===== src/rtl/fft_peak_detect_if.sv =====
// Bin stream from the FFT output sequencer and the per-frame peak result
// returned to the note-lookup logic.
interface fft_peak_detect_if #(
  parameter int DATA_W = 16,
  parameter int IDX_W  = 9
);
  logic                     reset_max;
  logic                     bin_valid;
  logic [IDX_W-1:0]         bin_index;
  logic signed [DATA_W-1:0] bin_re;
  logic signed [DATA_W-1:0] bin_im;
  logic                     peak_valid;
  logic [IDX_W-1:0]         peak_bin;
  logic [2*DATA_W:0]        peak_mag;
  logic                     note_on;
  logic                     busy;

  modport master (
    output reset_max, bin_valid, bin_index, bin_re, bin_im,
    input  peak_valid, peak_bin, peak_mag, note_on, busy
  );

  modport slave (
    input  reset_max, bin_valid, bin_index, bin_re, bin_im,
    output peak_valid, peak_bin, peak_mag, note_on, busy
  );
endinterface


===== src/rtl/fft_peak_detect.sv =====
// Per-frame FFT peak search: 3-stage magnitude pipeline and windowed running max.
// Define PEAK_SQUARED_MAG_EN for re^2+im^2 magnitudes; default is the |re|+|im| estimate.
module fft_peak_detect #(
  parameter int DATA_W  = 16,
  parameter int IDX_W   = 9,
  parameter int MIN_BIN = 1,
  parameter int MAX_BIN = 255,
  parameter int THRESH  = 1000
) (
  input logic             clk,
  input logic             reset,
  fft_peak_detect_if.slave bus
);

  localparam int MAG_W  = 2*DATA_W + 1;
  localparam int STAGES = 3;

  localparam logic [IDX_W-1:0] LAST_IDX   = '1;
  localparam logic [IDX_W-1:0] MIN_IDX    = IDX_W'(MIN_BIN);
  localparam logic [IDX_W-1:0] MAX_IDX    = IDX_W'(MAX_BIN);
  localparam logic [MAG_W-1:0] THRESH_MAG = MAG_W'(THRESH);
  localparam logic [1:0]       FLUSH_LAST = 2'(STAGES-1);

  localparam logic [1:0] S_IDLE   = 2'd0;
  localparam logic [1:0] S_ACCUM  = 2'd1;
  localparam logic [1:0] S_FLUSH  = 2'd2;
  localparam logic [1:0] S_REPORT = 2'd3;

  // Sign-extend first so the most negative input maps to +2^(DATA_W-1).
  function automatic logic [DATA_W:0] abs_val(input logic signed [DATA_W-1:0] x);
    logic signed [DATA_W:0] ext;
    ext = (DATA_W+1)'(x);
    if (ext < 0) abs_val = $unsigned(-ext);
    else         abs_val = $unsigned(ext);
  endfunction

  function automatic logic [MAG_W-1:0] mag_of(input logic [DATA_W:0] a,
                                              input logic [DATA_W:0] b);
    logic [MAG_W-1:0] ea;
    logic [MAG_W-1:0] eb;
    ea = MAG_W'(a);
    eb = MAG_W'(b);
`ifdef PEAK_SQUARED_MAG_EN
    mag_of = (ea * ea) + (eb * eb);
`else
    mag_of = ea + eb;
`endif
  endfunction

  logic [1:0]       state;
  logic [1:0]       flush_cnt;

  logic             vld_p0;
  logic [DATA_W:0]  abs_re_p0;
  logic [DATA_W:0]  abs_im_p0;
  logic [IDX_W-1:0] idx_p0;

  logic             vld_p1;
  logic [MAG_W-1:0] mag_p1;
  logic [IDX_W-1:0] idx_p1;

  logic [MAG_W-1:0] max_mag;
  logic [IDX_W-1:0] max_bin;

  logic             peak_valid_q;
  logic [IDX_W-1:0] peak_bin_q;
  logic [MAG_W-1:0] peak_mag_q;
  logic             note_on_q;

  logic             idx_zero;
  logic             frame_start;
  logic             accept;
  logic             in_window;
  logic             update;

  assign idx_zero    = (bus.bin_index == '0);
  assign frame_start = bus.bin_valid && idx_zero &&
                       ((state == S_IDLE) || (state == S_ACCUM));
  assign accept      = !bus.reset_max && bus.bin_valid &&
                       ((state == S_ACCUM) || ((state == S_IDLE) && idx_zero));
  assign in_window   = (idx_p1 >= MIN_IDX) && (idx_p1 <= MAX_IDX);
  assign update      = vld_p1 && in_window && (mag_p1 > max_mag);

  // S1: absolute values of the accepted bin
  always_ff @(posedge clk) begin
    if (accept) begin
      abs_re_p0 <= abs_val(bus.bin_re);
      abs_im_p0 <= abs_val(bus.bin_im);
      idx_p0    <= bus.bin_index;
    end
  end

  // S2: magnitude
  always_ff @(posedge clk) begin
    if (vld_p0) begin
      mag_p1 <= mag_of(abs_re_p0, abs_im_p0);
      idx_p1 <= idx_p0;
    end
  end

  // S3: running max, frame sequencing and result registers
  always_ff @(posedge clk or posedge reset) begin
    if (reset) begin
      state        <= S_IDLE;
      flush_cnt    <= '0;
      vld_p0       <= 1'b0;
      vld_p1       <= 1'b0;
      max_mag      <= '0;
      max_bin      <= '0;
      peak_valid_q <= 1'b0;
      peak_bin_q   <= '0;
      peak_mag_q   <= '0;
      note_on_q    <= 1'b0;
    end else if (bus.reset_max) begin
      state        <= S_IDLE;
      flush_cnt    <= '0;
      vld_p0       <= 1'b0;
      vld_p1       <= 1'b0;
      max_mag      <= '0;
      max_bin      <= '0;
      peak_valid_q <= 1'b0;
    end else begin
      peak_valid_q <= 1'b0;
      vld_p0       <= accept;
      // A restart discards the bin already in S2 along with the old max.
      vld_p1       <= vld_p0 && !frame_start;

      if (frame_start) begin
        max_mag <= '0;
        max_bin <= '0;
      end else if (update) begin
        max_mag <= mag_p1;
        max_bin <= idx_p1;
      end

      case (state)
        S_IDLE: begin
          if (frame_start) state <= S_ACCUM;
        end
        S_ACCUM: begin
          if (accept && (bus.bin_index == LAST_IDX)) begin
            state     <= S_FLUSH;
            flush_cnt <= '0;
          end
        end
        S_FLUSH: begin
          if (flush_cnt == FLUSH_LAST) begin
            state        <= S_REPORT;
            peak_valid_q <= 1'b1;
            peak_bin_q   <= max_bin;
            peak_mag_q   <= max_mag;
            note_on_q    <= (max_mag >= THRESH_MAG);
          end else begin
            flush_cnt <= flush_cnt + 2'd1;
          end
        end
        S_REPORT: state <= S_IDLE;
        default:  state <= S_IDLE;
      endcase
    end
  end

  assign bus.peak_valid = peak_valid_q;
  assign bus.peak_bin   = peak_bin_q;
  assign bus.peak_mag   = peak_mag_q;
  assign bus.note_on    = note_on_q;
  assign bus.busy       = (state == S_ACCUM) || (state == S_FLUSH);

endmodule


===== src/flat_wrapper.sv =====
// flat-port wrapper written by rule: the top's interface ports become plain ports
module fft_peak_detect_flat 
#(
  parameter int DATA_W  = 16,
  parameter int IDX_W   = 9,
  parameter int MIN_BIN = 1,
  parameter int MAX_BIN = 255,
  parameter int THRESH  = 1000
)
  (clk, reset, bus_reset_max, bus_bin_valid, bus_bin_index, bus_bin_re, bus_bin_im, bus_peak_valid, bus_peak_bin, bus_peak_mag, bus_note_on, bus_busy);
  fft_peak_detect_if #(.DATA_W(DATA_W), .IDX_W(IDX_W)) bus_i ();
  input logic clk;
  input logic reset;
  input wire logic [$bits(bus_i.reset_max)-1:0] bus_reset_max;
  input wire logic [$bits(bus_i.bin_valid)-1:0] bus_bin_valid;
  input wire logic [$bits(bus_i.bin_index)-1:0] bus_bin_index;
  input wire logic [$bits(bus_i.bin_re)-1:0] bus_bin_re;
  input wire logic [$bits(bus_i.bin_im)-1:0] bus_bin_im;
  output wire logic [$bits(bus_i.peak_valid)-1:0] bus_peak_valid;
  output wire logic [$bits(bus_i.peak_bin)-1:0] bus_peak_bin;
  output wire logic [$bits(bus_i.peak_mag)-1:0] bus_peak_mag;
  output wire logic [$bits(bus_i.note_on)-1:0] bus_note_on;
  output wire logic [$bits(bus_i.busy)-1:0] bus_busy;
  assign bus_i.reset_max = bus_reset_max;
  assign bus_i.bin_valid = bus_bin_valid;
  assign bus_i.bin_index = bus_bin_index;
  assign bus_i.bin_re = bus_bin_re;
  assign bus_i.bin_im = bus_bin_im;
  assign bus_peak_valid = bus_i.peak_valid;
  assign bus_peak_bin = bus_i.peak_bin;
  assign bus_peak_mag = bus_i.peak_mag;
  assign bus_note_on = bus_i.note_on;
  assign bus_busy = bus_i.busy;
  fft_peak_detect #(.DATA_W(DATA_W), .IDX_W(IDX_W), .MIN_BIN(MIN_BIN), .MAX_BIN(MAX_BIN), .THRESH(THRESH)) u_core (.clk(clk), .reset(reset), .bus(bus_i));
endmodule

===== config.mk =====
export PLATFORM = sky130hd
export DESIGN_NAME = fft_peak_detect_flat
export DESIGN_NICKNAME = d
export VERILOG_FILES = /design/src/rtl/fft_peak_detect_if.sv /design/src/rtl/fft_peak_detect.sv /design/src/flat_wrapper.sv
export SDC_FILE = /design/constraint.sdc
export NUM_CORES = 1
export LEC_CHECK = 0
export BUFFER_PORTS_ARGS = -buffer_cell sky130_fd_sc_hd__buf_2
export CAP_MARGIN = 20
export CORE_ASPECT_RATIO = 0.9
export CORE_UTILIZATION = 43
export DETAILED_ROUTE_END_ITERATION = 16
export PLACE_DENSITY_LB_ADDON = 0.08
export SETUP_SLACK_MARGIN = 0.2
export SYNTH_ARGS = -nofsm -noshare
export SYNTH_HDL_FRONTEND = slang
export SYNTH_SLANG_ARGS = --single-unit

===== constraint.sdc =====
create_clock -name clk -period 5.85 [get_ports clk]
set_clock_uncertainty 0.2 [all_clocks]
set_input_delay 0.585 -clock clk [delete_from_list [all_inputs] [get_ports clk]]
set_output_delay 0.585 -clock clk [all_outputs]
set_load 0.01 [all_outputs]

Word-level counts from Yosys, hierarchy flattened:

Cells that the tools add are included.

* input port bits: 45
* output and inout port bits: 45
* flip-flop bits (word level): 177

* mux-type cells: 22
* add/sub/neg operators: 4
* reductions and logical operators: 22
* order comparisons: 6
* bitwise gates (word level): 1
* equality and inequality tests: 9

Operators by type and width (count)
* 33-bit two-way mux: 3
* 17-bit two-way mux: 2
* 16-bit negator with 17-bit output: 2
* 33-bit by 10-bit >= comparator with 1-bit output (second input constant): 1
* 33-bit > comparator: 1
* 16-bit by 1-bit < comparator with 1-bit output (second input constant): 2
* 9-bit two-way mux: 3
* 17-bit by 17-bit adder with 18-bit output: 1
* 2-bit two-way mux: 7
* 1-bit logical AND: 10
* 9-bit == test (second input constant): 1
* 9-bit by 1-bit >= comparator with 1-bit output (second input constant): 1
* 9-bit by 8-bit less-or-equal comparator with 1-bit output (second input constant): 1
* 9-bit zero test: 1
* 3-bit AND reduction: 3
* 2-bit case mux with 4 select lines: 1
* 2-bit == test (second input constant): 3
* 3-bit by 2-bit inequality test with 1-bit output (second input constant): 2
* 3-bit inequality test (second input constant): 2
* 3-bit nonzero test: 2
* 1-bit two-way mux: 5
* 2-bit case mux with 2 select lines: 1
* 1-bit logical OR: 3
* 2-bit by 1-bit adder with 2-bit output (second input constant): 1
* other kinds (4): 5

Longest topological paths before layout:

Gate-level depths: netlist (run 1).

* depth in word-level cells: 8
* mapped depth: 10

Least setup slack after synthesis (run 1):

OpenSTA, ideal clock, no wires.

* path kind: in2reg
* start: input bus_bin_index[4]
* end: register u_core.abs_im_p0[0] (enable)
* setup time: 0.458 ns
* setup slack: 2.017 ns
* arrival: 3.175 ns
* stages on the path: 3
* required time: 5.192 ns
* cell sequence: nor4_1 o2111ai_1 a21oi_1

* word-level cells in the longest chain between the ends: 4

Ends and longest elaborated chain
* start, declared: line flat_wrapper.sv:16 `input wire logic [$bits(bus_i.bin_index)-1:0] bus_bin_index;`
* 9-bit zero test: line fft_peak_detect.sv:76 `assign idx_zero = (bus.bin_index == '0);`
* 1-bit logical AND: line fft_peak_detect.sv:80 `((state == S_ACCUM) || ((state == S_IDLE) && idx_zero));`
* 1-bit logical OR: line fft_peak_detect.sv:80
* 1-bit logical AND: line fft_peak_detect.sv:79 `assign accept = !bus.reset_max && bus.bin_valid &&`
* net u_core.accept: line fft_peak_detect.sv:72 `logic accept;`
* end signal, assigned: line fft_peak_detect.sv:88 `abs_im_p0 <= abs_val(bus.bin_im);`
* end, declared: line fft_peak_detect.sv:55 `logic [DATA_W:0] abs_im_p0;`

The timed path passes the listed nets, and every way through them passes these cells.
A chain may end at the register's enable or synchronous reset.

Worst setup path in the final report (run 1):

* start: register u_core.abs_im_p0[3]
* end: register u_core.mag_p1[15], data pin

* word-level cells in the longest chain between the ends: 1

Ends and longest elaborated chain
* 17-bit by 17-bit adder with 18-bit output: line fft_peak_detect.sv:46 `mag_of = ea + eb;`
* end signal, assigned: line fft_peak_detect.sv:96 `mag_p1 <= mag_of(abs_re_p0, abs_im_p0);`
* end, declared: line fft_peak_detect.sv:59 `logic [MAG_W-1:0] mag_p1;`

No other way between the ends.

==> impl_metrics.csv, run 1 <==
group,metric,value,unit
outcome,status,"finished clean",
final_layout,diodes,0,
floorplanning,num_rows,42,
synth,synth_xor_area_frac,0.04466,
clock_network,clk_path_buf_depth,2,
setup_path,path_buf_inv,0,
route,wl_per_cell,13.71,µm
setup_path,worstSetupEndpoint,"u_core.mag_p1[15]",
setup_path,start_kind,"flip-flop",
clock_network,ctsHoldBuffers,0,
synth,ys_seq_elements,132,
power,seqPwrFrac,0.439,
power,ir_drop,0.0002447,V
floorplanning,die_x,133.3,µm
sta,maxSlewViolCount,0,
route,postRouteAntennaNets,0,
final_layout,syn_to_final_growth,17.68,%
setup_path,crit_chain,"ha_1 > a21o_1 > a21oi_1 > a21oi_1 > o41ai_1 > mux2i_1 > nand3_1",
route,vias,4402,
global_route,grt_pass1_vias,4248,
synth,netlist_area,0.006668,mm²
sta,whs,0.1862,ns
clock_network,clk_latency,0.41,ns
final_layout,stdcell_count,896,
final_layout,final_cell_area,0.007846,mm²
setup_path,critPathLaunch,"u_core.abs_im_p0[3]",
power,p_switching,626.9,µW
setup_path,timing.rr.start,"u_core.abs_im_p0[3]",
setup_path,critPathMostFrequentCell,"a21oi_1",
power,powerDensity,318.2,mW/mm²
clock_network,cts_buffers,17,
route,viasPerCell,4.913,
power,intPower,1.870,mW
placement,numPortBuffers,74,
synth,synth_compound_area_frac,0.1006,
clock_network,ctsResizeCount,0,
placement,routabilityCongestion,0.7790,
sta,setup_viol,0,
setup_path,arrival,2.82,ns
sta,fin_crit_sh,0.4893,
sta,relSlewSlack,0.3056,
placement,dpl.hpwl,9.053,mm
sta,rsz0062_at_grt,"false",
setup_path,critPathMaxStageDelay,0.76,ns
synth,postSynth.asyncResetShare,0.4697,
synth,synth_edf_count,70,
floorplanning,initial_core_util,0.4468,
synth,synth_fa_ha_area_frac,0.08182,
setup_path,critPathCaptureType,"flip-flop",
synth,synthFlopType,"edfxtp_1",
synth,synth.avg_cell_area,11.02,µm²
clock_network,postCtsSetupRepairBufs,0,
synth,synthCells,605,
floorplanning,die_h,120.1,µm
final_layout,final_common_cell,"buf_2",
synth,synth-simple-area-share,0.1308,
final_layout,layout-drive-gt1-share,0.1619,
route,routed_wl,12.28,mm
power,p_sw_frac,0.2511,
power,power,2.497,mW
clock_network,clk_pin_slew,0.06,ns
final_layout,fin_nets,773,
synth,yosysTopAreaCell,"edfxtp_1",
flow_run,drv_cap,0,
sta,max_clock_freq,349.3,MHz
final_layout,mostFrequentLayoutCells,"buf_2, nand2_1, edfxtp_1",
global_route,overflow,0,
global_route,gr-usage-all-layers,0.1660,
placement,dpl_cell_area,0.007203,mm²
worst_hold_path,holdCritPathClass,"input port to flip-flop",
synth,synth_area_leaders,"edfxtp_1, dfrtp_1, ha_1, mux2i_1, nand2_1",
power,clockPowerShare,0.423,
floorplanning,fp.dieArea,0.01601,mm²
synth,ys_seq_area_frac,0.5479,
sta,timing.setup.tns,0,ns
floorplanning,ios,90,
clock_network,root_buffer,"clkbuf_16",
power,p_leak,3.293,nW
final_layout,fill_cells,1344,
route,drc,0,
setup_path,critPathKind,"flip-flop to flip-flop",
synth,synth_top_family_by_area,"simple AND/OR/NAND/NOR gates",
power,combPwrFrac,0.138,
global_route,grt_max_degree,63,
clock_network,cts_sinks,132,
synth,yosysWarnings,0,
placement,dp_cells,862,
clock_network,cts-htree-levels,4,
setup_path,critPathTopFamily,"compound AO/OA/AOI/OAI gates",
sta,fin_crit,2.863,ns
setup_path,worst-endpoint-required,5.81,ns
synth,synth_top_area_frac,0.3153,
global_route,grt_pass1_wl,20.76,mm
clock_network,cts_tree,"yes",
setup_path,r2r_setup_slack,2.99,ns
setup_path,cp_slowest_cell,"o41ai_1",
route,first_iter_violations,259,
synth,synthMuxAreaShare,0.04354,
floorplanning,coreArea,0.01492,mm²
setup_path,cp_max_fo,5,
setup_path,crit_cells,7,
sta,hold_violations,0,
synth,synth.distinct_cells,49,
global_route,antenna_found_initial,0,
sta,worst_pin_slew,1.042,ns
setup_path,r2r_cells,7,
route,dr.pass1.iters,6,
setup_path,timing.rr.end,"u_core.mag_p1[15]",
## Yosys cell counts, types with 5 or more instances
cell type / instances
o31ai_1: 8
a21oi_1: 21
ha_1: 42
mux2i_1: 29
or4_1: 7
dfrtp_1: 62
o21ai_0: 40
nand4_1: 8
clkbuf_1: 15
o21bai_1: 5
nor4_1: 8
nand2b_1: 5
nor2_1: 51
nand2_1: 73
nand3_1: 5
buf_4: 15
nor3_1: 8
inv_1: 39
edfxtp_1: 70
nor2b_1: 5
xnor2_1: 30
## flip-flops by register name, summed over array words and instances, names as in the netlist
name / count
u_core.abs_re_p0: 17
u_core.bus.peak_valid: 1
u_core.bus.peak_bin: 9
u_core.mag_p1: 18
u_core.bus.note_on: 1
u_core.max_bin: 9
u_core.vld_p0: 1
u_core.idx_p0: 9
u_core.flush_cnt: 2
u_core.max_mag: 18
u_core.state: 2
u_core.idx_p1: 9
u_core.abs_im_p0: 17
u_core.vld_p1: 1
u_core.bus.peak_mag: 18
## stage by stage
stage                     worst slack, ns    util
after global placement              2.849  0.4826
after global routing                2.838  0.5257
final                               2.987  0.5257
after detailed placement            2.833  0.4826
after floorplan                     2.017       -
after CTS                           2.817  0.5220
## layout make-up
class / instances / area, µm² / share of cell area
Clock buffer: 18 / 429.2 / 0.05470
Inverter: 39 / 146.4 / 0.01866
Sequential cell: 132 / 3654 / 0.4656
Multi-Input combinational cell: 416 / 2763 / 0.3521
Timing Repair Buffer: 79 / 447.9 / 0.05709
Clock inverter: 14 / 158.9 / 0.02025
Tap cell: 198 / 247.7 / 0.03157
## power groups by stage
stage	combinational (mW)	clock (mW)	sequential (mW)
3_3_place_gp	0.332	0	1.11
6_report	0.345	1.06	1.10
5_1_grt	0.393	1.12	1.10
4_1_cts	0.344	1.08	1.10
2_1_floorplan	0.257	0	1.10
3_5_place_dp	0.342	0	1.11
## worst min path at each step
stage / from / end / cells past startpoint
global placement: u_core.idx_p0[3] / u_core.idx_p1[3] / 0
detailed placement: u_core.idx_p0[0] / u_core.idx_p1[0] / 0
floorplan: u_core.idx_p0[0] / u_core.idx_p1[0] / 0
CTS: bus_bin_index[2] / u_core.idx_p0[2] / 1
global route: bus_bin_index[3] / u_core.idx_p0[3] / 1
finish: bus_bin_index[2] / u_core.idx_p0[2] / 1
## layer usage
layer	vias up	wire, µm	GRT usage
met2	93	5337	0.2500
met1	2019	6332	0.2326
met5	-	0	0
met4	0	127	0.06179
met3	11	487	0.03887
li1	2279	-	-
## cell families (layout without fill, tap and decap cells)
logic type,after synthesis,in the layout
AND/OR/NAND/NOR,186,186
other,1,17
adder cells (fa/ha/maj),43,43
buffers and inverters,73,150
AO/OA/AOI/OAI,107,107
XOR/XNOR,34,34
multiplexers,29,29
flip-flops,132,132
(Power assumes the default switching activity.)
==> run 2, diff against run 1 <==
- ABC_AREA: unset -> 1
- clock period: 5.85 -> 2.4 ns (I/O delays scaled with it)
==> run 2 against run 1 <==
Against the previous run: non-clock buffer count increased by 65; fmax increased by 33%; cell area increased by 17%; global-route usage increased by 1.6 points; via count increased by 22%; synthesized cell count increased by 17%; largest power group unchanged; power increased to 2.5 times the previous value; wire length increased by 24%; clock power increased by 140%.
==> impl_metrics.csv, run 2 <==
group,metric,value,unit
clock_network,cts_tree,"yes",
synth,netlist_area,0.007082,mm²
synth,ys_top_cells_by_count,"nand2_1, edfxtp_1, inv_1",
setup_path,r2r_cells,10,
synth,synth_top_area_frac,0.2968,
global_route,grt_pass1_wl,23.47,mm
setup_path,crit_cells,10,
placement,dpl.hpwl,10.48,mm
floorplanning,fp.dieArea,0.01699,mm²
sta,maxSlewViolCount,0,
worst_hold_path,holdCritPathClass,"input port to flip-flop",
setup_path,worst-endpoint-required,2.55,ns
setup_path,critPathTopFamily,"simple AND/OR/NAND/NOR gates",
synth,synth.most_common_cell,"nand2_1",
setup_path,path_buf_inv,1,
route,first_iter_violations,290,
final_layout,seq_area,0.003654,mm²
setup_path,cp_max_fo,6,
clock_network,cts_sinks,132,
sta,hold_violations,0,
final_layout,diodes,0,
floorplanning,coreArea,0.01613,mm²
synth,synth_edf_count,70,
global_route,antenna_found_initial,0,
final_layout,final_common_cell,"nand2_1",
clock_network,clk_pin_slew,0.06,ns
synth,synthCells,705,
synth,synth.avg_cell_area,10.05,µm²
setup_path,critPathMaxStageDelay,0.45,ns
route,drc,0,
final_layout,fin_nets,942,
synth,ys_seq_elements,132,
setup_path,critPathKind,"flip-flop to flip-flop",
final_layout,stdcell_count,1074,
sta,max_clock_freq,463.1,MHz
sta,fin_crit,2.159,ns
placement,numPortBuffers,74,
floorplanning,die_x,137.3,µm
final_layout,syn_to_final_growth,29.88,%
sta,timing.setup.tns,0,ns
route,wl_per_cell,14.16,µm
clock_network,cts_buffers,17,
setup_path,crit_chain,"ha_4 > nand4_1 > nor2_2 > nand2_1 > nand2_1 > nand2_2 > nand3_4 > buf_6 > nand4_1 > nand2_2",
floorplanning,initial_core_util,0.4390,
clock_network,root_buffer,"clkbuf_16",
route,postRouteAntennaNets,0,
power,power,6.319,mW
synth,synth.distinct_cells,45,
power,p_leak,4.058,nW
clock_network,clk_latency,0.42,ns
final_layout,multi_input_area,0.003334,mm²
worst_hold_path,hold_depth,3,
synth,synthFlopType,"edfxtp_1",
final_layout,mostFrequentLayoutCells,"nand2_1, buf_2, edfxtp_1",
placement,routabilityCongestion,0.8234,
clock_network,clk_path_buf_depth,2,
synth,yosysTopAreaCell,"edfxtp_1",
sta,whs,0.01458,ns
floorplanning,num_rows,44,
final_layout,layout-drive-gt1-share,0.2837,
final_layout,fill_cells,1366,
flow_run,drv_cap,0,
synth,yosysWarnings,0,
placement,dp_cells,977,
global_route,grt_max_degree,54,
route,viasPerCell,4.987,
floorplanning,ios,90,
synth,postSynth.asyncResetShare,0.4697,
route,dr.pass1.iters,5,
sta,setup_viol,0,
floorplanning,die_h,123.7,µm
sta,fin_crit_sh,0.8997,
sta,rsz0062_at_grt,"true",
setup_path,arrival,2.31,ns
global_route,gr-usage-all-layers,0.1816,
synth,ys_seq_area_frac,0.5159,
clock_network,cts-htree-levels,4,
final_layout,post-route-util,0.5702,
route,routed_wl,15.20,mm
global_route,overflow,0,
power,ir_drop,0.0004669,V
route,vias,5356,
global_route,grt_pass1_vias,4982,
outcome,status,"finished clean",
setup_path,critPathCaptureType,"flip-flop",
setup_path,start_kind,"flip-flop",
setup_path,cp_slowest_cell,"edfxtp_1",
synth,synth_area_leaders,"edfxtp_1, dfrtp_1, ha_1, nand2_1, inv_1",
power,powerDensity,687.0,mW/mm²
==> run 2: cells by family (layout without fill, tap and decap cells) <==
group | after synthesis | after routing | synth area share
simple gates | 294 | 298 | 0.2134
buf+inv | 107 | 249 | 0.07315
flops | 132 | 132 | 0.5159
compound gates | 90 | 90 | 0.07297
fa+ha+maj | 43 | 43 | 0.07703
xor+xnor | 38 | 38 | 0.04700
other cells | 1 | 17 | 0.0005295
==> run 2: worst register-to-register path: stages, from the launching register on <==
cell	delay (ns)
edfxtp_1	0.45
ha_4	0.31
nand4_1	0.19
nor2_2	0.16
nand2_1	0.07
nand2_1	0.07
nand2_2	0.09
nand3_4	0.19
buf_6	0.15
nand4_1	0.12
nand2_2	0.10
==> run 2: per-layer routing <==
metal / track usage / routed length, µm
met4: 0.06113 / 220
met5: 0 / 0
met2: 0.2885 / 7203
met3: 0.04762 / 588
met1: 0.2405 / 7191
==> run 2: path summary, 6_finish.rpt <==
kind,startpoint,to,slack [ns]
setup reg to reg,u_core.mag_p1[14],u_core.max_bin[7],0.24
max in group asynchronous,reset,u_core.bus.peak_mag[5],1.20
hold reg to reg,u_core.idx_p0[4],u_core.idx_p1[4],0.22
hold / removal,bus_bin_im[1],u_core.abs_im_p0[1],0.01
setup / recovery,u_core.mag_p1[14],u_core.max_bin[7],0.24
min in group asynchronous,reset,u_core.bus.peak_bin[2],0.20
==> run 2: metrics by stage <==
step	worst slack (ns)	cell area, µm²
final	0.2408	9198
after floorplan	0.07997	7196
after CTS	0.1466	8711
after global placement	0.1952	7686
after detailed placement	0.08360	7686
after global routing	0.09872	9198
==> run 2: timing repair <==
item,CTS,global route
setup endpoints to repair,28,39
pin swaps,2,20
gates cloned,1,5
resized for setup,8,42
setup buffers,2,23
hold buffers,34,0
endpoints found under the hold margin,54,0
==> run 2: final cells by class <==
class | instances | area share
sequential | 132 | 0.3972
multi-input combinational | 486 | 0.3625
timing repair buffer | 144 | 0.1174
clock buffer | 26 | 0.05768
inverter | 73 | 0.02979
tap | 207 | 0.02816
clock inverter | 6 | 0.007210
==> run 2: where the power goes <==
| group | total [mW] | leakage (nW) | switching [mW] | internal, mW |
|---|---|---|---|---|
| Clock | 2.55 | 0.296 | 0.924 | 1.63 |
| Combinational | 1.11 | 2.27 | 0.648 | 0.457 |
| Sequential | 2.66 | 1.50 | 0.0780 | 2.59 |
